### config.mk
export PLATFORM = sky130hd
export DESIGN_NAME = div_rebuild
export DESIGN_NICKNAME = d
export VERILOG_FILES = /design/src/rtl/div_rebuild.sv
export SDC_FILE = /design/constraint.sdc
export NUM_CORES = 1
export LEC_CHECK = 0
export BUFFER_PORTS_ARGS = -buffer_cell sky130_fd_sc_hd__buf_2
export CORE_MARGIN = 2
export CORE_UTILIZATION = 55
export DETAILED_ROUTE_END_ITERATION = 8
export PLACE_DENSITY = 0.78
export SLEW_MARGIN = 20
export SYNTH_ARGS = -nofsm -noshare
export SYNTH_HDL_FRONTEND = slang
export SYNTH_SLANG_ARGS = --single-unit
### constraint.sdc
create_clock -name clk -period 2.25 [get_ports clk]
set_clock_uncertainty 0.15 [all_clocks]
set_input_delay 0.1125 -clock clk [delete_from_list [all_inputs] [get_ports clk]]
set_output_delay 0.1125 -clock clk [all_outputs]
set_load 0.05 [all_outputs]
### src/rtl/div_rebuild.sv
`default_nettype none
// ============================================================================
// Module      : div_rebuild
// Description : N-stage shift-add pipeline that rebuilds a dividend from
//               quotient, divisor and remainder, and checks it against a reference.
// Revision    : 1.0 - initial release
// ============================================================================
module div_rebuild #(
    parameter int N = 5,
    parameter int M = 3
) (
    input  logic         clk,
    input  logic         rst,
    input  logic         data_rdy,
    input  logic [N-1:0] merchant,
    input  logic [M-1:0] divisor,
    input  logic [N-1:0] remainder,
    input  logic [N-1:0] dividend_ref,
    output logic         rdy,
    output logic [N+M-1:0] dividend,
    output logic         err
);

    localparam int W = N + M;

    logic [N-1:0] vld_q, vld_d;
    logic [W-1:0] acc_q [N];
    logic [W-1:0] acc_d [N];
    // Operand copies travel with each stage so that stages never read live inputs
    logic [N-1:0] m_q   [N-1];
    logic [N-1:0] m_d   [N-1];
    logic [M-1:0] dv_q  [N-1];
    logic [M-1:0] dv_d  [N-1];
    logic [N-1:0] ref_q [N-1];
    logic [N-1:0] ref_d [N-1];
    logic         bad_q [N-1];
    logic         bad_d [N-1];
    logic         err_q, err_d;

    for (genvar k = 0; k < N; k++) begin : g_stage
        logic         in_vld;
        logic         in_mbit;
        logic         in_bad;
        logic [W-1:0] in_acc;
        logic [W-1:0] sum;
        logic [M-1:0] in_dv;
        logic [N-1:0] in_ref;

        if (k == 0) begin : g_first
            assign in_vld  = data_rdy;
            assign in_mbit = merchant[0];
            assign in_acc  = {{M{1'b0}}, remainder};
            assign in_dv   = divisor;
            assign in_ref  = dividend_ref;
            assign in_bad  = ({{M{1'b0}}, remainder} >= {{N{1'b0}}, divisor});
            assign m_d[0]  = data_rdy ? merchant : m_q[0];
        end else begin : g_next
            assign in_vld  = vld_q[k-1];
            assign in_mbit = m_q[k-1][k];
            assign in_acc  = acc_q[k-1];
            assign in_dv   = dv_q[k-1];
            assign in_ref  = ref_q[k-1];
            assign in_bad  = bad_q[k-1];
            if (k < N - 1) begin : g_mid
                assign m_d[k] = in_vld ? m_q[k-1] : m_q[k];
            end
        end

        assign sum       = in_acc + (in_mbit ? ({{N{1'b0}}, in_dv} << k) : '0);
        assign vld_d[k]  = in_vld;
        assign acc_d[k]  = in_vld ? sum : acc_q[k];

        if (k < N - 1) begin : g_carry
            assign dv_d[k]  = in_vld ? in_dv  : dv_q[k];
            assign ref_d[k] = in_vld ? in_ref : ref_q[k];
            assign bad_d[k] = in_vld ? in_bad : bad_q[k];
        end else begin : g_last
            // Overflow into the upper M bits means the reference can never match
            assign err_d = in_vld ? (in_bad || (|sum[W-1:N]) || (sum[N-1:0] != in_ref))
                                  : err_q;
        end
    end

    always_ff @(posedge clk) begin
        if (rst) begin
            vld_q <= '0;
            err_q <= 1'b0;
            for (int i = 0; i < N; i++) begin
                acc_q[i] <= '0;
            end
            for (int i = 0; i < N - 1; i++) begin
                m_q[i]   <= '0;
                dv_q[i]  <= '0;
                ref_q[i] <= '0;
                bad_q[i] <= 1'b0;
            end
        end else begin
            vld_q <= vld_d;
            err_q <= err_d;
            acc_q <= acc_d;
            m_q   <= m_d;
            dv_q  <= dv_d;
            ref_q <= ref_d;
            bad_q <= bad_d;
        end
    end

    assign rdy      = vld_q[N-1];
    assign dividend = acc_q[N-1];
    assign err      = err_q;

endmodule
`default_nettype wire

==> results of run 1 <==
-- cell usage in the layout, fill, tap and decap left out, types with 6 or more instances in the layout --
cell type | Yosys | routed
a21o_1 | 8 | 8
xnor2_1 | 9 | 9
buf_2 | 7 | 30
nand2_1 | 9 | 9
dfxtp_1 | 89 | 89
nor2_1 | 77 | 77
xor2_1 | 6 | 6
buf_4 | 13 | 7
clkbuf_8 | 0 | 10
ha_1 | 18 | 18
mux2i_1 | 65 | 65
dlygate4sd3_1 | 0 | 16
and2_1 | 13 | 13
a21oi_1 | 8 | 8
inv_1 | 11 | 11
-- registers in the layout, indices dropped and copies added (netlist names) --
name and count:
dividend 8, err 1, g_stage.in_acc 29, g_stage.in_bad 4, g_stage.in_dv 12, g_stage.in_mbit 4
g_stage.in_ref 20, m_q 6, vld_q 5
-- path summary, 6_finish.rpt --
check	startpoint	end	cells past startpoint
max reg2reg	g_stage[4].in_mbit	err	7
max	divisor[1]	g_stage[1].in_acc[5]	9
min	remainder[1]	g_stage[1].in_acc[1]	4
min reg2reg	dividend[7]	dividend[7]	2
-- stage by stage --
stage	worst slack (ns)	util, %
4_1_cts	0.0716	66.0
3_5_place_dp	0.334	60.5
6_report	0.109	66.1
5_1_grt	0.00839	66.1
3_3_place_gp	0.410	60.5
2_1_floorplan	0.448	-
-- worst reg2reg max path: stages (launching register included) --
cell,delay [ns]
dfxtp_1,0.36
and2_1,0.14
ha_1,0.16
inv_1,0.06
fa_1,0.39
xnor2_1,0.26
nor3_1,0.10
a311oi_1,0.25
-- per-layer routing --
layer | vias up | GRT usage [%] | routed length (um)
met1 | 1309 | 27.3 | 3450
met4 | 0 | 11.0 | 182
li1 | 1408 | - | -
met5 | - | 0 | 0
met2 | 41 | 33.3 | 3330
met3 | 14 | 3.17 | 186
-- power groups by stage --
stage	combinational, mW	sequential [mW]	clock, mW
floorplan	0.172	1.67	0
CTS	0.238	1.65	1.18
global placement	0.210	1.69	0
detailed placement	0.217	1.69	0
finish	0.239	1.65	1.15
global route	0.268	1.66	1.24
-- area by class of cell --
cell class | instances | area (um2) | share of cell area [%]
clock buffers | 10 | 138 | 3.03
clock inverters | 6 | 75.1 | 1.65
inverters | 11 | 41.3 | 0.910
multi-input cells | 265 | 1980 | 43.6
flip-flops and latches | 89 | 1780 | 39.3
well taps | 96 | 120 | 2.65
repair buffers | 55 | 403 | 8.88
-- kinds of logic (layout without fill, tap and decap cells) --
logic type      count (synthesis)  in the layout  share of synthesized area [%]
mux                            65             65                           16.4
buf+inv                        34             82                           5.08
flops                          89             89                           45.0
xor+xnor                       15             15                           3.32
simple gates                  127            127                           15.2
compound gates                 35             35                           6.85
fa+ha+maj                      23             23                           8.21
-- repair_timing --
action                                  CTS  global route
endpoints found under the setup margin    0             1
resized for setup                         0             0
hold buffers                             16             0
hold endpoints to repair                 16             0
setup buffers                             0             1
==> flow_metrics.env, run 1 <==
export IMPL_firstDrtPassIters=5
export IMPL_synth_net_count=432
export IMPL_yosysUniqueCellTypes=35
export IMPL_r2r_slack_ns=0.29
export IMPL_intPower_mw=2.30
export IMPL_numPortBuffers=30
export IMPL_synth_largest_area_cell="dfxtp_1"
export IMPL_maxSlewHeadroom_pct=57.1
export IMPL_power_switching_uw=750
export IMPL_drc=0
export IMPL_syn_inst=388
export IMPL_hold_viol_final=0
export IMPL_dp_hpwl_mm=4.91
export IMPL_path_class="primary input to flip-flop"
export IMPL_grt_max_degree=45
export IMPL_synth_edf_count=0
export IMPL_cp_num_buf_inv=3
export IMPL_drtAntennaViolNets=0
export IMPL_slowest_stage="dlygate4sd3_1"
export IMPL_setup_viol=0
export IMPL_grt_pass1_vias=2743
export IMPL_wl_mm=7.15
export IMPL_cp_top_family="buffers and inverters"
export IMPL_synth_area_um2=3960
export IMPL_ys_ff_latch=89
export IMPL_drt_iter0_markers=129
export IMPL_placementRows=30
export IMPL_fin_total_pwr_mw=3.05
export IMPL_htreeDepth=3
export IMPL_dieArea_um2=7900
export IMPL_root_buffer="clkbuf_8"
export IMPL_floorplan_initialDensity_pct=57.7
export IMPL_vdd_drop_max_mv=0.419
export IMPL_slowest_delay_ns=0.55
export IMPL_antenna_found_initial=0
export IMPL_placed_area_um2=4160
export IMPL_yosys_top_cells_count="dfxtp_1, nor2_1, mux2i_1"
export IMPL_cts_tree="built"
export IMPL_dpl_cell_count=499
export IMPL_clk_pin_slew_ns=0.09
export IMPL_hold_ws_ns=0.0652
export IMPL_yosysTopAreaCellShare_pct=45.0
export IMPL_drt_wirelength_per_cell_um=13.4
export IMPL_tightest_slew_ns=0.642
export IMPL_grt_ovfl_total=0
export IMPL_vias=2772
export IMPL_viasPerCell=5.21
export IMPL_power_leakage_nw=1.94
export IMPL_clk_path_buf_depth=2
export IMPL_cts_buffers=9
export IMPL_ys_seq_area_share_pct=45.0
export IMPL_n_antenna_cell=0
export IMPL_dieWidth_um=88.9
export IMPL_clk_latency_ns=0.36
export IMPL_fin_area_um2=4540
export IMPL_cts_sinks=89
export IMPL_nets=475
export IMPL_arrival_ns=2.25
export IMPL_switching_share_pct=24.6
export IMPL_cp_required_ns=2.36
export IMPL_cp_end_kind="flip-flop"
export IMPL_nFillCells=554
export IMPL_pwr_share_seq_pct=54.3
export IMPL_num_io_pins=31
export IMPL_finalCritPeriodShare_pct=95.1
export IMPL_startpoint_type="primary input"
export IMPL_fin_crit_ns=2.14
export IMPL_synthFlopType="dfxtp_1"
export IMPL_powerDensity_nw_per_um2=671
export IMPL_async_flop_share_pct=0
export IMPL_fmax_mhz=467
export IMPL_area_growth_pct=14.5
export IMPL_syn_avg_cell_area_um2=10.2
export IMPL_p_clk_share_pct=37.9
export IMPL_cp_max_fo=3
export IMPL_slew_violations=0
export IMPL_coreArea_um2=6870
export IMPL_synthTopCellsByArea="dfxtp_1, mux2i_1, nor2_1, ha_1, fa_1"
export IMPL_layout_drive_gt1_share_pct=14.4
export IMPL_final_cell_count_no_fill=532
export IMPL_hp_class="primary input to flip-flop"
export IMPL_grt_use_total_pct=20.9
export IMPL_fp_dieH_um=88.9
export IMPL_status="finished clean"
export IMPL_synth_warnings=0
export IMPL_yosysMostFrequentCell="dfxtp_1"
export IMPL_drv_cap=0
export IMPL_critical_path_cell_chain="dlygate4sd3_1, buf_2, and2_1, ha_1, a21o_1, a21o_1, nand4_1, dlygate4sd3_1, a21oi_1"
export IMPL_place_gp_congestion=0.794
export IMPL_grt_pass1_wl_mm=12.7
export IMPL_comb_power_share_pct=7.8
export IMPL_rsz0062_at_grt="false"
export IMPL_fin_tns_setup_ns=0
No activity file was read; power rests on OpenSTA's default activity.
==> run 2, diff against run 1 <==
--- a/config.mk
+++ b/config.mk
@@ -6,8 +6,11 @@
 export NUM_CORES = 1
 export LEC_CHECK = 0
 export BUFFER_PORTS_ARGS = -buffer_cell sky130_fd_sc_hd__buf_2
+export CORE_ASPECT_RATIO = 2
 export CORE_MARGIN = 2
 export CORE_UTILIZATION = 55
+export CTS_BUF_LIST = sky130_fd_sc_hd__clkbuf_16
+export CTS_CLUSTER_SIZE = 40
 export DETAILED_ROUTE_END_ITERATION = 8
 export PLACE_DENSITY = 0.78
 export SLEW_MARGIN = 20
==> run 2 against run 1 <==
Compared with the run above:
- via count down 1.1%
- global-route usage down 0.45 points
- highest routed layer unchanged
- worst setup slack better by 0.14 ns
- hold slack worse by 0.027 ns
- register-to-register slack better by 0.06 ns
- sequential power about the same
- sequential share of layout area down 0.38 points
- critical path type unchanged
- maximum frequency up 6.8%
==> flow_metrics.env, run 2 (synthesis gave the netlist of run 1 again) <==
export IMPL_status="finished clean"
export IMPL_layout_drive_gt1_share_pct=13.2
export IMPL_placementRows=43
export IMPL_place_gp_congestion=0.863
export IMPL_dp_hpwl_mm=5.22
export IMPL_slew_violations=0
export IMPL_htreeDepth=3
export IMPL_cp_max_fo=3
export IMPL_cts_resized=0
export IMPL_num_io_pins=31
export IMPL_nFillCells=551
export IMPL_dieArea_um2=7940
export IMPL_drtAntennaViolNets=0
export IMPL_rsz0062_at_grt="false"
export IMPL_clk_latency_ns=0.33
export IMPL_postLayoutCoreUtil_pct=66.0
export IMPL_wl_mm=7.39
export IMPL_coreArea_um2=6940
export IMPL_grt_pass1_wl_mm=12.4
export IMPL_fin_crit_ns=2.00
export IMPL_floorplan_initialDensity_pct=57.1
export IMPL_fp_dieH_um=124
export IMPL_hold_viol_final=0
export IMPL_cts_sinks=89
export IMPL_grt_ovfl_total=0
export IMPL_grt_use_total_pct=20.4
export IMPL_vdd_drop_max_mv=0.451
export IMPL_vias=2742
export IMPL_dieWidth_um=64.0
export IMPL_viasPerCell=5.26
export IMPL_fmax_mhz=499
export IMPL_grt_max_degree=93
export IMPL_cp_required_ns=2.36
export IMPL_power_leakage_nw=1.97
export IMPL_area_growth_pct=15.6
export IMPL_cts_buffers=9
export IMPL_slowest_stage="dlygate4sd3_1"
export IMPL_antenna_found_initial=0
export IMPL_finalCritPeriodShare_pct=89.1
export IMPL_drt_wirelength_per_cell_um=14.2
export IMPL_post_cts_setup_buffer_count=0
export IMPL_hp_class="primary input to flip-flop"
export IMPL_cts_tree="built"
export IMPL_nets=471
export IMPL_grt_pass1_vias=2751
export IMPL_layout_common_cells="dfxtp_1, nor2_1, mux2i_1"
export IMPL_mostFrequentLayoutCell="dfxtp_1"
export IMPL_regArea_um2=1780
export IMPL_multiInputGateArea_um2=1980
export IMPL_firstDrtPassIters=4
export IMPL_path_class="primary input to flip-flop"
export IMPL_powerDensity_nw_per_um2=747
export IMPL_clk_pin_slew_ns=0.06
export IMPL_n_antenna_cell=0
export IMPL_tightest_slew_ns=0.625
export IMPL_startpoint_type="primary input"
export IMPL_arrival_ns=2.11
export IMPL_drt_iter0_markers=76
export IMPL_setup_viol=0
export IMPL_maxSlewHeadroom_pct=58.4
export IMPL_critical_path_cell_chain="dlygate4sd3_1, buf_2, and2_1, ha_1, fa_1, a21oi_1, nor2b_2, xnor2_1, a211oi_2"
export IMPL_drv_cap=0
export IMPL_drc=0
export IMPL_cp_end_kind="flip-flop"
export IMPL_numPortBuffers=30
export IMPL_root_buffer="clkbuf_16"
export IMPL_fin_tns_setup_ns=0
export IMPL_largest_reg_flops=29
export IMPL_clk_path_buf_depth=2
export IMPL_slowest_delay_ns=0.54
## run 2: worst paths after layout
kind | cells after the start | slack, ns | end | from
setup / recovery | 9 | 0.25 | g_stage[1].in_acc[4] | divisor[0]
setup reg to reg | 8 | 0.35 | g_stage[3].in_acc[6] | g_stage[2].in_mbit
hold / removal | 4 | 0.04 | g_stage[1].in_acc[0] | remainder[0]
hold reg to reg | 2 | 0.32 | dividend[5] | dividend[5]
## run 2: repair_timing
action                     CTS  global route
hold buffers                16             0
hold endpoints to repair    17             0
setup endpoints to repair    0             1
## run 2: layout make-up
| type | count | area share (%) |
|---|---|---|
| Inverter | 11 | 0.901 |
| Multi-Input combinational cell | 265 | 43.2 |
| Tap cell | 90 | 2.46 |
| Clock buffer | 9 | 4.92 |
| Clock inverter | 6 | 1.83 |
| Sequential cell | 89 | 38.9 |
| Timing Repair Buffer | 51 | 7.81 |
## run 2: where the power goes
part	switching, mW	leakage [nW]	internal (mW)	total [mW]
registers	0.0328	0.723	1.62	1.65
logic	0.124	1.10	0.114	0.238
clock network	0.575	0.147	0.959	1.53
## run 2: routing by layer
| metal | share of wire, % | track usage [%] | routed length (um) |
|---|---|---|---|
| met4 | 2.1 | 11.1 | 158 |
| met5 | 0 | 0 | 0 |
| met3 | 2.5 | 3.79 | 188 |
| met1 | 39 | 20.0 | 2850 |
| met2 | 57 | 39.2 | 4190 |
## run 2: critical path, delay by kind of cell
family,cells,cell delay (ns)
xor gates and xnor gates,1,0.13
and+or+nand+nor,2,0.20
buffers and inverters,2,0.69
adders and majority gates,2,0.60
AOI/OAI and AO/OA,2,0.38
## run 2: metrics by stage
step | setup WS, ns | instance area [um2] | power (mW) | hold WS (ns) | cells
3_3_place_gp | 0.408 | 4120 | 1.89 | 0.196 | 491
3_5_place_dp | 0.340 | 4120 | 1.90 | 0.214 | 491
5_1_grt | 0.133 | 4580 | 3.54 | 0.0759 | 521
6_report | 0.246 | 4580 | 3.42 | 0.0387 | 521
4_1_cts | 0.0298 | 4590 | 3.46 | 0.0383 | 522
2_1_floorplan | 0.448 | 3960 | 1.85 | 0.110 | 388
==> run 3, diff against run 2 <==
--- a/config.mk
+++ b/config.mk
@@ -7,9 +7,9 @@
 export LEC_CHECK = 0
 export BUFFER_PORTS_ARGS = -buffer_cell sky130_fd_sc_hd__buf_2
 export CORE_ASPECT_RATIO = 2
-export CORE_MARGIN = 2
+export CORE_MARGIN = 8
 export CORE_UTILIZATION = 55
-export CTS_BUF_LIST = sky130_fd_sc_hd__clkbuf_16
+export CTS_BUF_LIST = sky130_fd_sc_hd__clkbuf_8
 export CTS_CLUSTER_SIZE = 40
 export DETAILED_ROUTE_END_ITERATION = 8
 export PLACE_DENSITY = 0.78
==> run 3 against run 2 <==
Compared with the run above:
- global-route usage shrank 5.9 points
- cell count grew 0.58%
- flip-flop and latch count is the same
- clock power shrank 21%
- utilization shrank 2.7 points
- routed wire length shrank 4.0%
- design area shrank 1.9%
- sequential power is essentially flat
- hold slack lost 0.0066 ns
- critical endpoint unchanged
==> flow_metrics.env, run 3 (synthesis gave the netlist of run 1 again) <==
export IMPL_status="finished clean"
export IMPL_drt_wirelength_per_cell_um=13.5
export IMPL_startpoint_type="primary input"
export IMPL_placementRows=44
export IMPL_holdCritStartpoint="remainder[0]"
export IMPL_maxSlewHeadroom_pct=58.6
export IMPL_cts_tree="built"
export IMPL_reg2reg_from="g_stage[4].in_mbit"
export IMPL_place_gp_congestion=0.753
export IMPL_setup_slack_ns=0.262
export IMPL_fp_dieH_um=136
export IMPL_setup_viol=0
export IMPL_mostFrequentLayoutCell="dfxtp_1"
export IMPL_vias=2727
export IMPL_fin_total_pwr_mw=3.09
export IMPL_n_antenna_cell=0
export IMPL_floorplan_initialDensity_pct=55.8
export IMPL_fin_crit_ns=1.99
export IMPL_slowest_delay_ns=0.53
export IMPL_root_buffer="clkbuf_8"
export IMPL_vdd_drop_max_mv=0.658
export IMPL_cts_resized=0
export IMPL_r2r_worst_path_cells=7
export IMPL_num_io_pins=31
export IMPL_critical_path_cell_chain="dlygate4sd3_1, buf_2, and2_1, ha_1, fa_1, a21oi_1, nor2b_2, xnor2_1, a211oi_2"
export IMPL_hold_buffers=14
export IMPL_min_to="g_stage[1].in_acc[0]"
export IMPL_firstDrtPassIters=4
export IMPL_antenna_found_initial=0
export IMPL_grt_pass1_vias=2795
export IMPL_reg2reg_to="err"
export IMPL_grt_ovfl_total=0
export IMPL_layout_common_cells="dfxtp_1, nor2_1, mux2i_1"
export IMPL_largest_reg_flops=29
export IMPL_cp_required_ns=2.38
export IMPL_clk_path_buf_depth=2
export IMPL_hold_path_depth=4
export IMPL_drtAntennaViolNets=0
export IMPL_numPortBuffers=30
export IMPL_tightest_slew_ns=0.622
export IMPL_dpl_cell_count=494
export IMPL_layout_drive_gt1_share_pct=14.1
export IMPL_r2r_slack_ns=0.34
export IMPL_slowest_stage="dlygate4sd3_1"
export IMPL_dieArea_um2=10300
export IMPL_clk_pin_slew_ns=0.08
export IMPL_dp_hpwl_mm=5.07
export IMPL_grt_pass1_wl_mm=12.3
export IMPL_cp_end_kind="flip-flop"
export IMPL_cp_num_buf_inv=2
export IMPL_grt_use_total_pct=14.5
export IMPL_clk_latency_ns=0.35
export IMPL_area_growth_pct=13.5
export IMPL_drv_cap=0
export IMPL_arrival_ns=2.11
export IMPL_post_cts_setup_buffer_count=0
export IMPL_cts_buffers=9
export IMPL_power_leakage_nw=1.93
export IMPL_hp_class="primary input to flip-flop"
export IMPL_htreeDepth=3
export IMPL_dieWidth_um=76.0
export IMPL_finalCritPeriodShare_pct=88.4
export IMPL_nets=471
export IMPL_cp_max_fo=3
export IMPL_rsz0062_at_grt="false"
export IMPL_grt_max_degree=29
export IMPL_final_cell_count_no_fill=524
export IMPL_coreArea_um2=7100
export IMPL_viasPerCell=5.20
export IMPL_path_class="primary input to flip-flop"
export IMPL_cp_top_family="buffers and inverters"
export IMPL_pre_cts_ws_ns=0.358
export IMPL_hold_viol_final=0
export IMPL_wl_mm=7.09
export IMPL_fmax_mhz=503
export IMPL_drt_iter0_markers=101
export IMPL_powerDensity_nw_per_um2=687
export IMPL_cts_sinks=89
export IMPL_fin_tns_setup_ns=0
export IMPL_slew_violations=0
export IMPL_drc=0
## run 3: worst max-delay path by stage
stage | start | to | slack (ns) | depth (start not counted)
after detailed placement | g_stage[3].in_mbit | g_stage[4].in_acc[7] | 0.36 | 7
after CTS | divisor[0] | g_stage[1].in_acc[4] | 0.27 | 9
after global placement | g_stage[3].in_mbit | g_stage[4].in_acc[7] | 0.42 | 7
final | divisor[0] | g_stage[1].in_acc[4] | 0.26 | 9
after global routing | divisor[0] | g_stage[1].in_acc[4] | 0.16 | 9
after floorplan | g_stage[3].in_mbit | g_stage[4].in_acc[7] | 0.45 | 7
## run 3: worst min-delay path, cell delays in order
cell,delay [ns]
buf_2,0.09
ha_1,0.14
mux2i_1,0.08
nor2_1,0.08
## run 3: per-layer routing
| layer | track usage [%] | vias up | share of wire (%) |
|---|---|---|---|
| met2 | 25.9 | 43 | 50 |
| met3 | 3.58 | 14 | 3.2 |
| met4 | 7.25 | 0 | 2.5 |
| met5 | 0 | - | 0 |
| met1 | 15.4 | 1283 | 44 |
| li1 | - | 1387 | - |
## run 3: cell type report
| cell class | instances | area [um2] |
|---|---|---|
| sequential | 89 | 1780 |
| inverter | 11 | 41.3 |
| clock buffer | 9 | 124 |
| tap | 92 | 115 |
| clock inverter | 7 | 98.8 |
| timing repair buffer | 51 | 355 |
| multi-input combinational | 265 | 1980 |
| fill | 592 | 2610 |
## run 3: where the power goes
group | switching, mW | leakage [nW] | internal (mW)
combinational | 0.120 | 1.09 | 0.113
clock | 0.574 | 0.111 | 0.635
sequential | 0.0323 | 0.723 | 1.62
## run 3: stage by stage
step	cell area, um2	utilization, %	hold WS [ns]
after floorplan	3960	-	0.110
after global placement	4130	58.2	0.196
after detailed placement	4130	58.2	0.206
after CTS	4500	63.3	0.0185
after global routing	4500	63.3	0.0309
final	4500	63.3	0.0321
